`src/rtl/mips_multicycle_ctrl.sv`:
```
// mips_multicycle_ctrl
// Multicycle MIPS control sequencer: walks the shared datapath through one
// microstep per clock and drives every mux select and write enable from the
// current state. Memory steps (FETCH, MEMRD, MEMWR) hold until mem_ready.
// Optional feature macro: MIPS_CTRL_BNE_EN adds bne (opcode 000101) support;
// without it that opcode takes the illegal path.
// Outputs are combinational from state and selected inputs; while reset is
// high every output except state is forced to 0.

module mips_multicycle_ctrl #(
  parameter int STATE_W = 4
) (
  input  logic               clk,
  input  logic               reset,
  input  logic [5:0]         opcode,
  input  logic [5:0]         funct,
  input  logic               zero,
  input  logic               mem_ready,
  output logic               mem_req,
  output logic               iord,
  output logic               mem_write,
  output logic               ir_write,
  output logic               reg_dst,
  output logic               mem_to_reg,
  output logic               reg_write,
  output logic               alu_src_a,
  output logic [1:0]         alu_src_b,
  output logic [2:0]         alu_control,
  output logic [1:0]         pc_src,
  output logic               pc_en,
  output logic               illegal,
  output logic [STATE_W-1:0] state
);

  typedef enum logic [3:0] {
    ST_FETCH   = 4'd0,
    ST_DECODE  = 4'd1,
    ST_MEMADR  = 4'd2,
    ST_MEMRD   = 4'd3,
    ST_MEMWB   = 4'd4,
    ST_MEMWR   = 4'd5,
    ST_RTYPEEX = 4'd6,
    ST_RTYPEWB = 4'd7,
    ST_BEQEX   = 4'd8,
    ST_ADDIEX  = 4'd9,
    ST_ADDIWB  = 4'd10,
    ST_JEX     = 4'd11,
    ST_BNEEX   = 4'd12
  } state_t;

  localparam logic [5:0] OP_RTYPE = 6'b000000;
  localparam logic [5:0] OP_J     = 6'b000010;
  localparam logic [5:0] OP_BEQ   = 6'b000100;
  localparam logic [5:0] OP_ADDI  = 6'b001000;
  localparam logic [5:0] OP_LW    = 6'b100011;
  localparam logic [5:0] OP_SW    = 6'b101011;
`ifdef MIPS_CTRL_BNE_EN
  localparam logic [5:0] OP_BNE   = 6'b000101;
`endif

  localparam logic [2:0] ALU_ADD = 3'b010;
  localparam logic [2:0] ALU_SUB = 3'b110;
  localparam logic [2:0] ALU_AND = 3'b000;
  localparam logic [2:0] ALU_OR  = 3'b001;
  localparam logic [2:0] ALU_SLT = 3'b111;

  // R-type ALU operation from funct; unknown funct codes fall back to add.
  function automatic logic [2:0] rtype_alu(input logic [5:0] f);
    logic [2:0] op;
    case (f)
      6'b100000: op = ALU_ADD;
      6'b100010: op = ALU_SUB;
      6'b100100: op = ALU_AND;
      6'b100101: op = ALU_OR;
      6'b101010: op = ALU_SLT;
      default:   op = ALU_ADD;
    endcase
    return op;
  endfunction

  state_t state_r;
  state_t next_state_s;

  // State register: the only storage in the controller.
  always_ff @(posedge clk or posedge reset) begin
    if (reset) begin
      state_r <= ST_FETCH;
    end else begin
      state_r <= next_state_s;
    end
  end

  assign state = STATE_W'(state_r);

  // Next-state and control decode; reset gates every control to 0.
  always_comb begin
    next_state_s = ST_FETCH;
    mem_req      = 1'b0;
    iord         = 1'b0;
    mem_write    = 1'b0;
    ir_write     = 1'b0;
    reg_dst      = 1'b0;
    mem_to_reg   = 1'b0;
    reg_write    = 1'b0;
    alu_src_a    = 1'b0;
    alu_src_b    = 2'b00;
    alu_control  = 3'b000;
    pc_src       = 2'b00;
    pc_en        = 1'b0;
    illegal      = 1'b0;

    if (reset) begin
      next_state_s = ST_FETCH;
    end else begin
      case (state_r)
        ST_FETCH: begin
          mem_req     = 1'b1;
          iord        = 1'b0;
          alu_src_a   = 1'b0;
          alu_src_b   = 2'b01;
          alu_control = ALU_ADD;
          if (mem_ready) begin
            ir_write     = 1'b1;
            pc_src       = 2'b00;
            pc_en        = 1'b1;
            next_state_s = ST_DECODE;
          end else begin
            ir_write     = 1'b0;
            pc_en        = 1'b0;
            next_state_s = ST_FETCH;
          end
        end

        ST_DECODE: begin
          // Speculatively form the branch target into ALUOut.
          alu_src_a   = 1'b0;
          alu_src_b   = 2'b11;
          alu_control = ALU_ADD;
          case (opcode)
            OP_LW, OP_SW: next_state_s = ST_MEMADR;
            OP_RTYPE:     next_state_s = ST_RTYPEEX;
            OP_BEQ:       next_state_s = ST_BEQEX;
            OP_ADDI:      next_state_s = ST_ADDIEX;
            OP_J:         next_state_s = ST_JEX;
`ifdef MIPS_CTRL_BNE_EN
            OP_BNE:       next_state_s = ST_BNEEX;
`endif
            default: begin
              illegal      = 1'b1;
              next_state_s = ST_FETCH;
            end
          endcase
        end

        ST_MEMADR: begin
          alu_src_a   = 1'b1;
          alu_src_b   = 2'b10;
          alu_control = ALU_ADD;
          if (opcode == OP_LW) begin
            next_state_s = ST_MEMRD;
          end else begin
            next_state_s = ST_MEMWR;
          end
        end

        ST_MEMRD: begin
          mem_req = 1'b1;
          iord    = 1'b1;
          if (mem_ready) begin
            next_state_s = ST_MEMWB;
          end else begin
            next_state_s = ST_MEMRD;
          end
        end

        ST_MEMWB: begin
          reg_dst      = 1'b0;
          mem_to_reg   = 1'b1;
          reg_write    = 1'b1;
          next_state_s = ST_FETCH;
        end

        ST_MEMWR: begin
          // Write strobe is held for every cycle the memory is stalling.
          mem_req   = 1'b1;
          iord      = 1'b1;
          mem_write = 1'b1;
          if (mem_ready) begin
            next_state_s = ST_FETCH;
          end else begin
            next_state_s = ST_MEMWR;
          end
        end

        ST_RTYPEEX: begin
          alu_src_a    = 1'b1;
          alu_src_b    = 2'b00;
          alu_control  = rtype_alu(funct);
          next_state_s = ST_RTYPEWB;
        end

        ST_RTYPEWB: begin
          reg_dst      = 1'b1;
          mem_to_reg   = 1'b0;
          reg_write    = 1'b1;
          next_state_s = ST_FETCH;
        end

        ST_BEQEX: begin
          alu_src_a    = 1'b1;
          alu_src_b    = 2'b00;
          alu_control  = ALU_SUB;
          pc_src       = 2'b01;
          pc_en        = zero;
          next_state_s = ST_FETCH;
        end

        ST_ADDIEX: begin
          alu_src_a    = 1'b1;
          alu_src_b    = 2'b10;
          alu_control  = ALU_ADD;
          next_state_s = ST_ADDIWB;
        end

        ST_ADDIWB: begin
          reg_dst      = 1'b0;
          mem_to_reg   = 1'b0;
          reg_write    = 1'b1;
          next_state_s = ST_FETCH;
        end

        ST_JEX: begin
          pc_src       = 2'b10;
          pc_en        = 1'b1;
          next_state_s = ST_FETCH;
        end

`ifdef MIPS_CTRL_BNE_EN
        ST_BNEEX: begin
          alu_src_a    = 1'b1;
          alu_src_b    = 2'b00;
          alu_control  = ALU_SUB;
          pc_src       = 2'b01;
          pc_en        = ~zero;
          next_state_s = ST_FETCH;
        end
`endif

        default: begin
          // Unused codes recover to FETCH with all controls idle.
          next_state_s = ST_FETCH;
        end
      endcase
    end
  end

endmodule

```
`config.mk`:
```
export PLATFORM = sky130hd
export DESIGN_NAME = mips_multicycle_ctrl
export DESIGN_NICKNAME = d
export VERILOG_FILES = /design/src/rtl/mips_multicycle_ctrl.sv
export SDC_FILE = /design/constraint.sdc
export NUM_CORES = 1
export LEC_CHECK = 0
export CORE_MARGIN = 4
export CORE_UTILIZATION = 40
export DETAILED_ROUTE_END_ITERATION = 16
export PLACE_DENSITY = 0.95
export SLEW_MARGIN = 10
export SYNTH_ARGS = -nofsm -noshare
export SYNTH_HDL_FRONTEND = slang
export SYNTH_SLANG_ARGS = --single-unit
```
`constraint.sdc`:
```
create_clock -name clk -period 4.5 [get_ports clk]
set_input_delay 1.35 -clock clk [delete_from_list [all_inputs] [get_ports clk]]
set_output_delay 1.35 -clock clk [all_outputs]
set_load 0.005 [all_outputs]
```
# Word-level counts from Yosys, hierarchy flattened
# Cells that the tools add are included.
# W data, S select, Z words.
[totals] reg_bits=4 out_inout_bits=21 elab_cells=67
[classes] n_eq_ne=20 mux=36 reduce_logical=10
[ops] operator="$eq A6 B6 Y1 const B" n=6
[ops] operator="$pmux W4 S7" n=1
[ops] operator="$mux W1" n=22
[ops] operator="$pmux W4 S5" n=1
[ops] operator="$eq A4 B3 Y1 const B" n=4
[ops] operator="$eq A4 B4 Y1 const B" n=4
[ops] operator="$mux W3" n=4
[ops] operator="$pmux W3 S4" n=1
[ops] operator="$pmux W3 S3" n=1
[ops] operator="$eq A4 B2 Y1 const B" n=2
[ops] operator="$reduce_or A4 Y1" n=2
[ops] operator="$eq A6 B2 Y1 const B" n=1
[ops] operator="$eq A6 B3 Y1 const B" n=1
[ops] operator="$eq A6 B4 Y1 const B" n=1
[ops] operator="$logic_not A6 Y1" n=1
[ops] operator="$pmux W2 S3" n=1
[ops] operator="$reduce_or A2 Y1" n=3
[ops] operator="$reduce_or A3 Y1" n=2
[ops] operator="$reduce_or A6 Y1" n=1
[ops] operator="$eq A4 B1 Y1 const B" n=1
[ops] operator="$logic_not A4 Y1" n=1
[ops] operator="$mux W2" n=2
[ops] operator="$mux W4" n=1
[ops] operator="$pmux W2 S2" n=1
[ops] operator="$pmux W1 S3" n=1

# Longest topological paths before layout
# Gate-level depths: netlist of run 1.
[logic_depth] ltp_word=5 mapped_depth=6

# Worst setup path before layout of run 1
# No wires, ideal clock.
[synth_path] kind="in2out" startpoint="in funct[5]" endpoint="out alu_control[0]" arrival_time_ns=2.002 required_ns=3.150 setup_slack_ns=1.148 cell_stages=4 cell_sequence="nor2b_1 and3_1 nand2_1 a211oi_1"
[synth_via] elab_chain_len=4
[synth_rtl] element="start: declaration" line="16" rtl="input logic [5:0] funct,"
[synth_rtl] element="$eq A6 B6 Y1" line="70" rtl="case (f)"
[synth_rtl] element="$pmux W3 S4 *" line="70"
[synth_rtl] element="$pmux W3 S3 *" line="115" rtl="case (state_r)"
[synth_rtl] element="$mux W3 *" line="112" rtl="if (reset) begin"
[synth_rtl] element="end: declaration" line="28" rtl="output logic [2:0] alu_control,"
# Every way passes the cells marked *; elsewhere a longest branch is shown, timed or not.

# Worst setup path in the final report of run 1
[layout_path] startpoint="in opcode[3]" endpoint="out illegal"
[layout_via] elab_chain_len=5
[layout_rtl] element="start: declaration" line="15" rtl="input logic [5:0] opcode,"
[layout_rtl] element="$eq A6 B6 Y1, or another cell as far along" line="139" rtl="case (opcode)"
[layout_rtl] element="$reduce_or A6 Y1 (no line) *"
[layout_rtl] element="$mux W1 *" line="139"
[layout_rtl] element="$mux W1 *" line="115"
[layout_rtl] element="$mux W1 *" line="112"
[layout_rtl] element="end: declaration" line="31" rtl="output logic illegal,"
# Marked as above.

==> results.toml, run 1 <==
[die]
dieArea_um2 = 2261
core_area_um2 = 1489
initial_core_util_pct = 42.02
die_h_um = 47.55
num_rows = 14
ios = 37
chipWidth_um = 47.55

[route]
viasPerCell = 5.800
drc = 0
wire_per_inst_um = 13.62
drt_wl_total_mm = 2.043
antenna_left = 0
num_vias = 870
firstDrtPassIters = 4
drt_iter0_markers = 18

[logic_synthesis]
synthXorXnorAreaFrac_pct = 2.800
synth_seq_cells = 4
syn_area_um2 = 625.6
ys.warnings.count = 0
ys_types = 32
muxShareOfSynthArea_pct = 1.800
yosys.area_share.adder_pct = 0
synth_compound_area_share_pct = 27.60
synth_cells = 100
syn_nets = 116
syn_area_per_cell_um2 = 6.256
synth_top_family_by_area = "simple AND/OR/NAND/NOR gates"
synth_simple_gate_area_share_pct = 44.80
ys_seq_area_share_pct = 16.00

[layout]
layout-drive-gt1-share_pct = 5.224
syn_to_final_growth_pct = 60.40
antennaDiodeCount = 0
nFillCells = 136
final_util_pct = 67.40
layout_commonest_cell = "clkdlybuf4s50_1"
multi_input_area_um2 = 481.7
layout_common_cells = "36 x clkdlybuf4s50_1, 15 x nor2_1, 12 x a21oi_1"
nNetsFinal = 152
final-seq-area_um2 = 100.1
instances_no_fill = 150
largest_reg_flops = 4

[clock_tree]
ctsHtreeMaxLevel = 1
cts_setup_buffers = 0
clock_sinks = 4
clock_latency_ns = 0.23
clkTransAtPathRegs_ns = 0.04
cts_buffers = 3
post_cts_resized = 0
cts_tree = "done"
cts_hold_buffers = 0
cts.path.max_buffers = 2
clock-root-buffer = "clkbuf_4"

[grt]
track_usage_pct = 19.62
met2_usage_pct = 32.62
overflow = 0
busiest_layer = "met2"
use_met3_pct = 7.143
grt_max_degree = 21
grt_pass1_vias = 796
use_met1_pct = 24.55
grt_antenna_before_repair = 0
grt_pass1_wl_mm = 3.208

[worst_setup_path]
crit_top_cell = "clkdlybuf4s50_1"
critPathBufInv = 2
cp-end-kind = "primary output"
cp_top_family = "buffers and inverters"
critPathRequiredTime_ns = 3.15
worst-setup-path-type = "input pin to primary output"
cpPeakStageDelay_ns = 0.55
crit_chain = "clkdlybuf4s50_1, xor2_1, o211a_1, nor4_1, clkdlybuf4s50_1"
worst_setup_path_start_kind = "input pin"
path_max_fanout = 6
cp.arrival_ns = 3.06
cpMaxStageDelayCell = "clkdlybuf4s50_1"

[timing]
rsz0062_at_grt = "no"
slew_viol_final = 0
timing_worst_slew_pin_value_ns = 0.5534
min_period_ns = 4.412
clock_skew_ns = 0.001459
setup_viol = 0
finalCritPeriodShare_pct = 98.05
max_slew_margin_pct = 63.11
hold_violations = 0
fmax_ghz = 0.2266
fin_tns_setup_ns = 0
timing.hold.ws_ns = 0.7766

[placed_design]
routabilityCongestion = 0.8773
dp.cells = 147
dp_hpwl_mm = 1.593
portBuffers = 36

[power]
swShare_pct = 28.65
switching_power_w = 0.00003776
power.share.sequential_pct = 30.3
p_int_w = 0.00009406
p_comb_share_pct = 36.3
total_power_w = 0.0001318
ir_worst_vdd_mv = 0.2056
total_leakage_power_nw = 0.3765
clkPwrFrac_pct = 33.3
power.density_nw_per_um2 = 131.4

[job]
maxCapViolations = 0

[worst_hold_path]
min_path_type = "register to register"

[run_status]
status = "completed"
per-stage QoR:
| stage | instance area [um^2] | setup WS, ns |
|---|---|---|
| 5_1_grt | 1003 | 0.001252 |
| 4_1_cts | 1003 | 0.08891 |
| 3_3_place_gp | 980.9 | 0.1645 |
| 3_5_place_dp | 980.9 | 0.1122 |
| 6_report | 1003 | 0.08766 |
| 2_1_floorplan | 625.6 | 1.148 |
cell usage after synthesis:
cell type | n | area, um^2
a211oi_1 | 2 | 15.01
a21o_1 | 2 | 15.01
a21oi_1 | 12 | 60.06
a31oi_1 | 2 | 12.51
a32oi_1 | 1 | 8.760
and3_1 | 2 | 12.51
and4_1 | 1 | 8.760
buf_2 | 2 | 10.01
buf_6 | 1 | 11.26
clkbuf_1 | 3 | 11.26
dfrtp_1 | 4 | 100.1
inv_1 | 3 | 11.26
mux2_2 | 1 | 11.26
nand2_1 | 10 | 37.54
nand2b_1 | 3 | 18.77
nand3_1 | 4 | 20.02
nand4_1 | 1 | 6.260
nor2_1 | 15 | 56.30
nor2b_1 | 4 | 25.02
nor3_1 | 7 | 35.03
nor3b_1 | 2 | 15.01
nor4_1 | 2 | 12.51
o211a_1 | 1 | 10.01
o21ai_0 | 5 | 25.02
o221ai_1 | 1 | 8.760
o31ai_1 | 1 | 7.510
o32a_1 | 1 | 10.01
or2_1 | 1 | 6.260
or2_2 | 2 | 12.51
or3_1 | 1 | 6.260
or4_1 | 1 | 7.510
xor2_1 | 2 | 17.52
worst paths after layout:
kind	startpoint	end	slack [ns]	cells past startpoint
max reg2reg	state[1]	state[0]	2.68	4
min	state[3]	state[3]	0.78	2
max	opcode[3]	illegal	0.09	5
min reg2reg	state[3]	state[3]	0.78	2
max in group asynchronous	reset	state[3]	2.78	3
min in group asynchronous	reset	state[1]	1.60	3
logic make-up (layout without fill, tap and decap cells):
logic type / Yosys count / in the layout
AND/OR/NAND/NOR: 56 / 56
AO/OA/AOI/OAI: 28 / 28
buffers and inverters: 9 / 43
flip-flops: 4 / 4
XOR/XNOR: 2 / 2
multiplexers: 1 / 1
metal layers:
metal | part of all wire [%] | vias to the layer above | routed length (um)
li1 | - | 430 | -
met1 | 43 | 391 | 872
met2 | 47 | 49 | 956
met3 | 10 | 0 | 214
met4 | 0 | 0 | 0
met5 | 0 | - | 0
tightest hold or removal path, stage by stage, from the launching register on:
cell and delay, ns:
dfrtp_1 0.52, nor2_1 0.16, nor3_1 0.05
power by group through the flow:
| stage | registers, W | clock network (W) | logic [W] |
|---|---|---|---|
| floorplan | 0.0000383 | 0 | 0.0000202 |
| global placement | 0.0000404 | 0 | 0.0000463 |
| detailed placement | 0.0000404 | 0 | 0.0000476 |
| CTS | 0.0000399 | 0.0000464 | 0.0000478 |
| global route | 0.0000402 | 0.0000500 | 0.0000524 |
| finish | 0.0000400 | 0.0000439 | 0.0000479 |
area by class of cell:
type,instances,area share [%]
multi-input cells,87,48.01
well taps,16,1.995
inverters,3,1.122
flip-flops and latches,4,9.975
repair buffers,37,36.66
clock buffers,3,2.244
No activity file was read; power rests on OpenSTA's default activity.
==> inputs of run 2 (changes only) <==
--- a/config.mk
+++ b/config.mk
@@ -8,6 +8,7 @@
 export CORE_MARGIN = 4
 export CORE_UTILIZATION = 40
 export DETAILED_ROUTE_END_ITERATION = 16
+export GPL_TIMING_DRIVEN = 0
 export PLACE_DENSITY = 0.95
 export SLEW_MARGIN = 10
 export SYNTH_ARGS = -nofsm -noshare
==> constraint.sdc (replaced) <==
create_clock -name clk -period 4.5 [get_ports clk]
set_input_delay 1.35 -clock clk [delete_from_list [all_inputs] [get_ports clk]]
set_output_delay 1.35 -clock clk [all_outputs]
set_load 0.02 [all_outputs]
==> results.toml, run 2 (same netlist as run 1, synthesis figures left out) <==
[run_status]
status = "completed"

[grt]
grt_max_degree = 11
grt_pass1_vias = 756
track_usage_pct = 19.42
grt_pass1_wl_mm = 3.229
overflow = 0
grt_antenna_before_repair = 0

[worst_hold_path]
hold_end = "state[2]"
min_path_type = "register to register"
worstHoldPathCells = 3
hp-start = "state[2]"

[clock_tree]
cts_setup_buffers = 0
clock_latency_ns = 0.23
clock_sinks = 4
cts_tree = "done"
cts.path.max_buffers = 2
cts_buffers = 3
clock-root-buffer = "clkbuf_4"
clkTransAtPathRegs_ns = 0.04
ctsHtreeMaxLevel = 1

[timing]
clock_skew_ns = 0.006452
fin_tns_setup_ns = 0
worst_slack_ns = 0.06873
min_period_ns = 4.431
max_slew_margin_pct = 67.74
timing.hold.ws_ns = 0.7753
finalCritPeriodShare_pct = 98.47
hold_violations = 0
timing_worst_slew_pin_value_ns = 0.4795
slew_viol_final = 0
fmax_ghz = 0.2257
setup_viol = 0

[worst_setup_path]
rr_endpoint = "state[0]"
worst-setup-path-type = "input pin to primary output"
worstRegToRegCells = 6
critPathRequiredTime_ns = 3.15
r2r_slack_ns = 2.84
worst_setup_path_start_kind = "input pin"
cp-end-kind = "primary output"
cp.arrival_ns = 3.08
path_max_fanout = 3
r2r_start = "state[1]"

[layout]
nNetsFinal = 157
final_util_pct = 69.66
layout-drive-gt1-share_pct = 7.194
antennaDiodeCount = 0
syn_to_final_growth_pct = 65.80
layout_commonest_cell = "clkdlybuf4s50_1"
layout_common_cells = "32 x clkdlybuf4s50_1, 15 x nor2_1, 12 x a21oi_1"
nFillCells = 145
largest_reg_flops = 4

[die]
initial_core_util_pct = 42.02
chipWidth_um = 47.55
core_area_um2 = 1489
ios = 37
dieArea_um2 = 2261
num_rows = 14
die_h_um = 47.55

[route]
firstDrtPassIters = 4
drc = 0
drt_iter0_markers = 12
viasPerCell = 5.619
wire_per_inst_um = 13.23
antenna_left = 0
drt_wl_total_mm = 2.050
num_vias = 871

[job]
maxCapViolations = 0

[placed_design]
place_ws_ns = -0.06813
dp_hpwl_mm = 1.646
portBuffers = 36
routabilityCongestion = 0.8740

[power]
ir_worst_vdd_mv = 0.2172
total_leakage_power_nw = 0.4457
total_power_w = 0.0001373
power.density_nw_per_um2 = 132.3
## run 2: routing by layer
layer	wire length (um)	GRT usage, %	part of all wire (%)	vias up
met5	0	0	0	-
met2	1062	36.90	52	32
met4	0	5.914	0	0
met3	129	2.256	6.3	0
met1	857	22.37	42	397
li1	-	-	-	442
## run 2: area by class of cell
cell class / count / area, um^2 / share of cell area, %
Inverter: 3 / 13.76 / 1.327
Multi-Input combinational cell: 87 / 481.7 / 46.44
Buffer: 6 / 32.53 / 3.136
Timing Repair Buffer: 36 / 366.6 / 35.34
Sequential cell: 4 / 100.1 / 9.650
Clock buffer: 3 / 22.52 / 2.171
Tap cell: 16 / 20.02 / 1.930
## run 2: power by group
| group | internal [W] | switching (W) |
|---|---|---|
| Combinational | 0.0000275 | 0.0000281 |
| Sequential | 0.0000369 | 0.00000134 |
| Clock | 0.0000298 | 0.0000137 |
## run 2: how the worst max path moves through the flow
| stage | start | to | slack, ns | depth (start not counted) |
|---|---|---|---|---|
| 2_1_floorplan | opcode[1] | illegal | 0.75 | 3 |
| 3_3_place_gp | reset | alu_control[0] | -0.04 | 5 |
| 3_5_place_dp | reset | alu_control[0] | -0.07 | 5 |
| 4_1_cts | reset | alu_control[0] | 0.04 | 5 |
| 5_1_grt | funct[5] | alu_control[2] | -0.006 | 6 |
| 6_report | funct[5] | alu_control[2] | 0.07 | 6 |
## run 2: what timing repair did
action | in CTS | in global routing
resized for setup | 2 | 4
hold buffers | 0 | 0
endpoints found under the setup margin | 2 | 2
## run 2: worst max-delay path: stages
cell,delay [ns]
clkdlybuf4s50_1,0.46
nor2b_1,0.19
and3_1,0.20
a31oi_1,0.08
nor3_1,0.15
clkdlybuf4s50_1,0.64
## run 2: metrics by stage
stage / instances / instance area [um^2]
after floorplan: 100 / 625.6
after global routing: 155 / 1037
after detailed placement: 152 / 1006
after global placement: 152 / 1006
final: 155 / 1037
after CTS: 155 / 1027
